**config.mk**
```make
export PLATFORM = sky130hd
export DESIGN_NAME = serial_word_receiver
export DESIGN_NICKNAME = d
export VERILOG_FILES = /design/src/rtl/serial_word_receiver.sv
export SDC_FILE = /design/constraint.sdc
export NUM_CORES = 1
export LEC_CHECK = 0
export ABC_AREA = 1
export ABC_CLOCK_PERIOD_IN_PS = 1300
export BUFFER_PORTS_ARGS = -buffer_cell sky130_fd_sc_hd__buf_2
export CORE_UTILIZATION = 53
export DETAILED_ROUTE_END_ITERATION = 10
export GPL_TIMING_DRIVEN = 0
export PLACE_DENSITY = 0.75
export SETUP_SLACK_MARGIN = 0.4
export SLEW_MARGIN = 25
export SYNTH_ARGS = -nofsm -noshare
export SYNTH_HDL_FRONTEND = slang
export SYNTH_SLANG_ARGS = --single-unit
```
**constraint.sdc**
```tcl
create_clock -name Clk -period 1.3 [get_ports Clk]
set_input_delay 0.195 -clock Clk [delete_from_list [all_inputs] [get_ports Clk]]
set_output_delay 0.195 -clock Clk [all_outputs]
set_load 0.01 [all_outputs]
```
**src/rtl/serial_word_receiver.sv**
```systemverilog
// Serial-in/parallel-out word receiver.
// Rebuilds WIDTH-bit words sent MSB-first over a strobed bit-serial line.
// Each frame is a start bit (0), WIDTH data bits, an optional even-parity
// bit and a stop bit (1). A good frame updates Q and pulses Valid for one
// cycle. A bad stop bit pulses FrameErr, and a parity mismatch pulses
// ParityErr. Q keeps the last good word until the next good frame.

module serial_word_receiver #(
    parameter int WIDTH     = 4,
    parameter bit PARITY_EN = 1'b0
) (
    input  logic             Clk,
    input  logic             Reset,
    input  logic             SerIn,
    input  logic             SerValid,
    output logic [WIDTH-1:0] Q,
    output logic             Valid,
    output logic             FrameErr,
    output logic             ParityErr,
    output logic             Busy
);

    // The counter must be able to hold WIDTH itself: it is incremented on
    // every data bit, including the last one.
    localparam int CNT_W = $clog2(WIDTH + 1);

    typedef enum logic [1:0] {
        ST_IDLE   = 2'd0,
        ST_DATA   = 2'd1,
        ST_PARITY = 2'd2,
        ST_STOP   = 2'd3
    } state_t;

    // Even parity: the data bits and the parity bit must XOR to zero.
    function automatic logic even_parity_ok(input logic [WIDTH-1:0] data,
                                            input logic             par);
        return ((^data) ^ par) == 1'b0;
    endfunction

    // Registered state
    state_t             state_r;
    logic [CNT_W-1:0]   cnt_r;
    logic [WIDTH-1:0]   shift_r;
    logic               par_r;
    logic [WIDTH-1:0]   q_r;
    logic               valid_r;
    logic               frame_err_r;
    logic               parity_err_r;
    logic               busy_r;

    // Next-state values
    state_t             state_s;
    logic [CNT_W-1:0]   cnt_s;
    logic [WIDTH-1:0]   shift_s;
    logic               par_s;
    logic [WIDTH-1:0]   q_s;
    logic               valid_s;
    logic               frame_err_s;
    logic               parity_err_s;
    logic               busy_s;
    logic               parity_ok_s;
    logic               last_bit_s;

    // Next-state and pulse logic. State only moves on SerValid strobes.
    // The pulse outputs fall back to 0 on every cycle that does not
    // finish a frame.
    always_comb begin
        state_s      = state_r;
        cnt_s        = cnt_r;
        shift_s      = shift_r;
        par_s        = par_r;
        q_s          = q_r;
        valid_s      = 1'b0;
        frame_err_s  = 1'b0;
        parity_err_s = 1'b0;
        last_bit_s   = (cnt_r == CNT_W'(WIDTH - 1));

        // Without a parity bit the frame is always parity-clean.
        if (PARITY_EN) begin
            parity_ok_s = even_parity_ok(shift_r, par_r);
        end else begin
            parity_ok_s = 1'b1;
        end

        if (SerValid) begin
            case (state_r)
                ST_IDLE: begin
                    if (SerIn == 1'b0) begin
                        state_s = ST_DATA;
                        cnt_s   = '0;
                        shift_s = '0;
                    end else begin
                        state_s = ST_IDLE;
                    end
                end
                ST_DATA: begin
                    // Shift left: the first data bit ends up in the MSB.
                    shift_s = {shift_r[WIDTH-2:0], SerIn};
                    cnt_s   = cnt_r + CNT_W'(1);
                    if (last_bit_s) begin
                        if (PARITY_EN) begin
                            state_s = ST_PARITY;
                        end else begin
                            state_s = ST_STOP;
                        end
                    end else begin
                        state_s = ST_DATA;
                    end
                end
                ST_PARITY: begin
                    par_s   = SerIn;
                    state_s = ST_STOP;
                end
                ST_STOP: begin
                    state_s = ST_IDLE;
                    if ((SerIn == 1'b1) && parity_ok_s) begin
                        q_s     = shift_r;
                        valid_s = 1'b1;
                    end else begin
                        frame_err_s  = ~SerIn;
                        parity_err_s = ~parity_ok_s;
                    end
                end
                default: begin
                    state_s = ST_IDLE;
                end
            endcase
        end else begin
            state_s = state_r;
        end

        busy_s = (state_s != ST_IDLE);
    end

    // State and output registers. Reset aborts any frame in progress.
    always_ff @(posedge Clk) begin
        if (Reset) begin
            state_r      <= ST_IDLE;
            cnt_r        <= '0;
            shift_r      <= '0;
            par_r        <= 1'b0;
            q_r          <= '0;
            valid_r      <= 1'b0;
            frame_err_r  <= 1'b0;
            parity_err_r <= 1'b0;
            busy_r       <= 1'b0;
        end else begin
            state_r      <= state_s;
            cnt_r        <= cnt_s;
            shift_r      <= shift_s;
            par_r        <= par_s;
            q_r          <= q_s;
            valid_r      <= valid_s;
            frame_err_r  <= frame_err_s;
            parity_err_r <= parity_err_s;
            busy_r       <= busy_s;
        end
    end

    assign Q         = q_r;
    assign Valid     = valid_r;
    assign FrameErr  = frame_err_r;
    assign ParityErr = parity_err_r;
    assign Busy      = busy_r;

endmodule
```
==> qor.txt, run 1 <==
type of the worst min-delay path: in2reg
global-route wire length before repair: 2.79 mm
CTS H-Tree Depth: 1
Synth area leader: dfxtp_1
area added between synthesis and finish: 51.2%
CP max stage cell: dfxtp_2
Starting Density: 58.5%
Die Y-Extent: 40.6 µm
CP Class: reg2reg
Worst EP required: 1.49 ns
crit-path max cell delay: 0.37 ns
total grt overflow: 0
sequential-to-total area share from yosys stat: 40.6%
clock latency on the worst-skew pair: 0.29 ns
Core Box Area: 1350 µm²
layout cells sized above 1: 53.6%
syn_nets: 111
CTS root buffer: clkbuf_4
CP startpoint: state_r[1]
Post-Syn Instances: 102
Top-Level Pins: 12
HP Start: SerIn
Seq cells post-synth: 16
setup ws final: 0.00841 ns
commonest non-fill, non-tap cell in the layout: nand2_1
Clock Sink Count: 16
Tot GR Track Use: 27.4%
vias in the first global route: 627
leak pwr: 0.000532 µW
CTS Hold Bufs: 0
Pre-antenna DRT Iters: 4
RSZ-0062 raised after global routing: true
peak supply drop: 1.02 mV
DR WL/cell: 16.5 µm
CTS tree: yes
Yosys top cell area share: 40.6%
status: finished clean
PD cells: 982 nW/µm²
Final GP Congestion: 0.791
Crit path arrival time: 1.49 ns
vias: 778
Rows: 13
fin crit share: 99.4%
Placed Cells: 125
drt first-iter violations: 20
post-detail-place hpwl: 1.06 mm
crit end category: flip-flop
mean post-synth cell area: 7.74 µm²
most frequent cells in the layout: 21 x nand2_1, 11 x buf_6, 10 x dfxtp_2, 10 x nand3_1, 10 x buf_4
number of routed nets with antenna violations: 0
initial antenna violation count: 0
Post-Place Setup Slack: 0.0406 ns
fin. max-slew vios: 0
CP cell instances: inv_4 -> ha_4 -> buf_6 -> buf_4 -> a21oi_2 -> nor2_1 -> nand2_1 -> nand2_1
crit-path most repeated cell: nand2_1
Residual DRC: 0
synth top area cells: dfxtp_1 41%, nand2_1 11%, a21oi_1 8.2%, ha_1 7.9%, nand3_1 6.3%
CP startpoint kind: flip-flop
RR Startpoint: state_r[1]
Final Non-Filler Cells: 140
Chip Width: 40.6 µm
deepest clock path buffer count: 2
Fmax achieved: 774 MHz
largest net degree at the start of global routing: 11
Cell Area, Synth: 790 µm²
min Tclk post-route: 1.29 ns
n_diodes: 0
Setup TNS: 0 ns
Clock transition at path regs: 0.10 ns
cts bufs inserted: 3
Final setup viols: 0
Max Cap Viol: 0
IO buf count: 8
vias per std cell: 5.56
Final Hold Viols: 0
final wirelength: 2.32 mm
utilization after layout: 88.4%
Setup Skew: 0.00216 ns
Die ar.: 1650 µm²
Final #Nets: 135
synth unique cells: 19
yosys warns: 0
CP Max Fanout: 4
==> synth_stat cells <==
library cell / instances
nand3_1: 10
inv_1: 10
clkbuf_8: 1
ha_1: 5
nand3_2: 1
o21ai_0: 1
nand2_4: 2
buf_4: 2
a21oi_1: 13
inv_2: 1
or2_0: 1
nand2_2: 1
nor3_1: 1
a21oi_2: 1
conb_1: 1
nand2_1: 24
nor2_1: 8
dfxtp_1: 16
buf_6: 3
==> registers in the layout, indices dropped and copies added, names as in the netlist <==
signal and cells:
Q 4, shift_r 4, cnt_r 3, state_r 2
Busy 1, FrameErr 1, Valid 1
==> cells by family after synthesis <==
| logic type | count (synthesis) | synth area share, % |
|---|---|---|
| AO/OA/AOI/OAI | 15 | 9.98 |
| adder cells (fa/ha/maj) | 5 | 7.92 |
| buffers and inverters | 17 | 13.2 |
| flip-flops | 16 | 40.6 |
| other | 1 | 0.475 |
| AND/OR/NAND/NOR | 48 | 27.9 |
==> cell type report <==
class	instances	area [µm²]
Buffer	6	66.3
Clock buffer	4	36.3
Fill cell	57	156
Inverter	11	48.8
Multi-Input combinational cell	69	493
Sequential cell	16	337
Tap cell	15	18.8
Timing Repair Buffer	19	194
==> per-layer routing <==
metal / wire [µm] / vias up / part of all wire, % / global-route usage, %
met5: 0 / - / 0 / 0
met1: 971 / 380 / 42 / 32.4
li1: - / 365 / - / -
met2: 1190 / 29 / 51 / 44.8
met3: 132 / 4 / 5.7 / 8.33
met4: 26 / 0 / 1.1 / 12.5
==> worst max-delay path, delay by kind of cell, from the launching register on <==
family | cells | cell delay, ns
flip-flops | 1 | 0.37
buffers and inverters | 3 | 0.30
AND/OR/NAND/NOR | 3 | 0.24
adder cells (fa/ha/maj) | 1 | 0.15
AO/OA/AOI/OAI | 1 | 0.12
==> power by group <==
part           total, µW  leakage, µW  internal [µW]  switching, µW
logic                295     0.000375            142            152
registers            535     0.000136            514           21.3
clock network        342    0.0000210            171            171
total               1170     0.000532            827            345
==> path summary, 6_finish.rpt <==
check,slack (ns),end,depth (start not counted)
setup / recovery,0.008,Busy,8
hold / removal,0.09,FrameErr,2
setup reg to reg,0.008,Busy,8
hold reg to reg,0.47,Q[1],2
==> through the flow <==
stage,instance area (µm²),hold WS [ns],total power [µW]
4_1_cts,1120,0.0792,1120
6_report,1190,0.0929,1170
2_1_floorplan,821,0.272,681
3_5_place_dp,880,0.391,716
5_1_grt,1190,0.0745,1210
3_3_place_gp,880,0.390,707
==> what timing repair did <==
item	in CTS	in global routing
setup buffers	8	2
cloned	1	0
gates resized for setup	28	13
endpoints found under the setup margin	23	23
pin swaps	12	5
Note: power is estimated with default switching activity, not from simulation.
==> run 2: changes to the inputs <==
Settings changed: CORE_UTILIZATION 53 to 30, PLACE_DENSITY 0.75 to unset.
==> qor.txt, run 2 (synthesis gave the netlist of run 1 again) <==
Pre-antenna DRT Iters: 4 (unchanged)
Tot Pwr: 1180 µW (was 1170 µW)
global-route wire length before repair: 2.90 mm (was 2.79 mm)
cts bufs inserted: 3 (unchanged)
CP startpoint kind: flip-flop (unchanged)
Tot GR Track Use: 15.3% (was 27.4%)
clock latency on the worst-skew pair: 0.31 ns (was 0.29 ns)
Residual DRC: 0 (unchanged)
type of the worst min-delay path: in2reg (unchanged)
Worst EP required: 1.51 ns (was 1.49 ns)
most frequent cells in the layout: 15 x nand2_1, 11 x buf_6, 9 x dfxtp_2 (was 21 x nand2_1, 11 x buf_6, 10 x dfxtp_2, 10 x nand3_1, 10 x buf_4)
deepest clock path buffer count: 2 (unchanged)
CTS tree: yes (unchanged)
critical path's top delay family: flip-flops (unchanged)
area added between synthesis and finish: 55.0% (was 51.2%)
Die ar.: 2840 µm² (was 1650 µm²)
DR WL/cell: 12.5 µm (was 16.5 µm)
RSZ-0062 raised after global routing: true (unchanged)
Final #Nets: 134 (was 135)
Starting Density: 31.9% (was 58.5%)
fin. max-slew vios: 0 (unchanged)
vias: 737 (was 778)
crit-path max cell delay: 0.40 ns (was 0.37 ns)
Fmax achieved: 789 MHz (was 774 MHz)
CP cell instances: inv_4 -> ha_4 -> inv_4 -> nand2_4 -> nand2_8 -> buf_8 -> nand3_2 -> nand2_1 -> nor2_1 (was inv_4 -> ha_4 -> buf_6 -> buf_4 -> a21oi_2 -> nor2_1 -> nand2_1 -> nand2_1)
Die Y-Extent: 53.3 µm (was 40.6 µm)
final wirelength: 1.92 mm (was 2.32 mm)
PD cells: 967 nW/µm² (was 982 nW/µm²)
n_diodes: 0 (unchanged)
CTS root buffer: clkbuf_4 (unchanged)
Setup Skew: 0.00567 ns (was 0.00216 ns)
Crit path arrival time: 1.48 ns (was 1.49 ns)
CP Max Fanout: 5 (was 4)
number of routed nets with antenna violations: 0 (unchanged)
CTS H-Tree Depth: 1 (unchanged)
layout cells sized above 1: 58.9% (was 53.6%)
crit-path most repeated cell: inv_4 (was nand2_1)
Clock transition at path regs: 0.10 ns (about the same)
CP max stage cell: dfxtp_4 (was dfxtp_2)
commonest non-fill, non-tap cell in the layout: nand2_1 (unchanged)
Chip Width: 53.3 µm (was 40.6 µm)
Clock Sink Count: 16 (unchanged)
Rows: 18 (was 13)
Max Cap Viol: 0 (unchanged)
vias per std cell: 4.79 (was 5.56)
Post-Place Setup Slack: 0.0567 ns (was 0.0406 ns)
vias in the first global route: 645 (was 627)
Core Box Area: 2480 µm² (was 1350 µm²)
Top-Level Pins: 12 (unchanged)
CP Class: reg2reg (unchanged)
fin crit share: 97.4% (was 99.4%)
Final Hold Viols: 0 (unchanged)
Final setup viols: 0 (unchanged)
Final GP Congestion: 0.724 (was 0.791)
drt first-iter violations: 10 (was 20)
setup ws final: 0.0333 ns (was 0.00841 ns)
largest net degree at the start of global routing: 11 (unchanged)
IO buf count: 8 (unchanged)
fill cell count: 224 (was 57)
peak supply drop: 0.523 mV (was 1.02 mV)
total grt overflow: 0 (unchanged)
CTS Hold Bufs: 0 (unchanged)
min Tclk post-route: 1.27 ns (was 1.29 ns)
crit end category: flip-flop (unchanged)
leak pwr: 0.000556 µW (was 0.000532 µW)
post-detail-place hpwl: 1.11 mm (was 1.06 mm)
initial antenna violation count: 0 (unchanged)
status: finished clean (unchanged)
Buf/Inv on CP: 3 (unchanged)
[run 2: through the flow]
| stage | instance area [µm²] | TNS [ns] | hold WS (ns) | instances | util (%) |
|---|---|---|---|---|---|
| floorplan | 821 | 0 | 0.272 | 102 | - |
| global placement | 898 | 0 | 0.392 | 140 | 36.3 |
| finish | 1220 | 0 | 0.0705 | 154 | 49.4 |
| global route | 1220 | -0.0306 | 0.0776 | 154 | 49.4 |
| detailed placement | 898 | 0 | 0.410 | 140 | 36.3 |
| CTS | 1110 | 0 | 0.0821 | 152 | 45.0 |
[run 2: area by class of cell]
class / count / area (µm²) / area share, %
Multi-Input combinational cell: 69 / 515 / 42.1
Sequential cell: 16 / 335 / 27.4
Timing Repair Buffer: 18 / 184 / 15.0
Buffer: 6 / 66.3 / 5.42
Inverter: 11 / 48.8 / 3.99
Tap cell: 30 / 37.5 / 3.07
Clock buffer: 4 / 36.3 / 2.97
[run 2: worst register-to-register path: cells and delay by family, from the launching register on]
kind	cells	cell delay, ns
buf+inv	3	0.26
simple gates	5	0.33
fa+ha+maj	1	0.17
flops	1	0.40
[run 2: what timing repair did]
item,4_1_cts,5_1_grt
gates cloned,1,0
pin swaps,15,8
endpoints found under the setup margin,23,23
buffers inserted,7,2
gates resized for setup,27,21
[run 2: final timing paths]
check / startpoint / to / slack, ns / cells past startpoint
setup reg to reg: state_r[0] / shift_r[1] / 0.03 / 9
setup / recovery: state_r[0] / shift_r[1] / 0.03 / 9
hold / removal: SerIn / FrameErr / 0.07 / 2
hold reg to reg: Q[0] / Q[0] / 0.47 / 2
[run 2: where the power goes]
group / internal, µW / switching, µW
logic: 146 / 152
clock network: 171 / 179
registers: 513 / 21.0
[run 2: layer usage]
metal | routed length [µm] | GRT usage (%) | vias up
li1 | - | - | 364
met1 | 853 | 16.3 | 344
met2 | 911 | 26.5 | 22
met3 | 77 | 3.45 | 7
met4 | 78 | 10.5 | 0
met5 | 0 | 0 | -
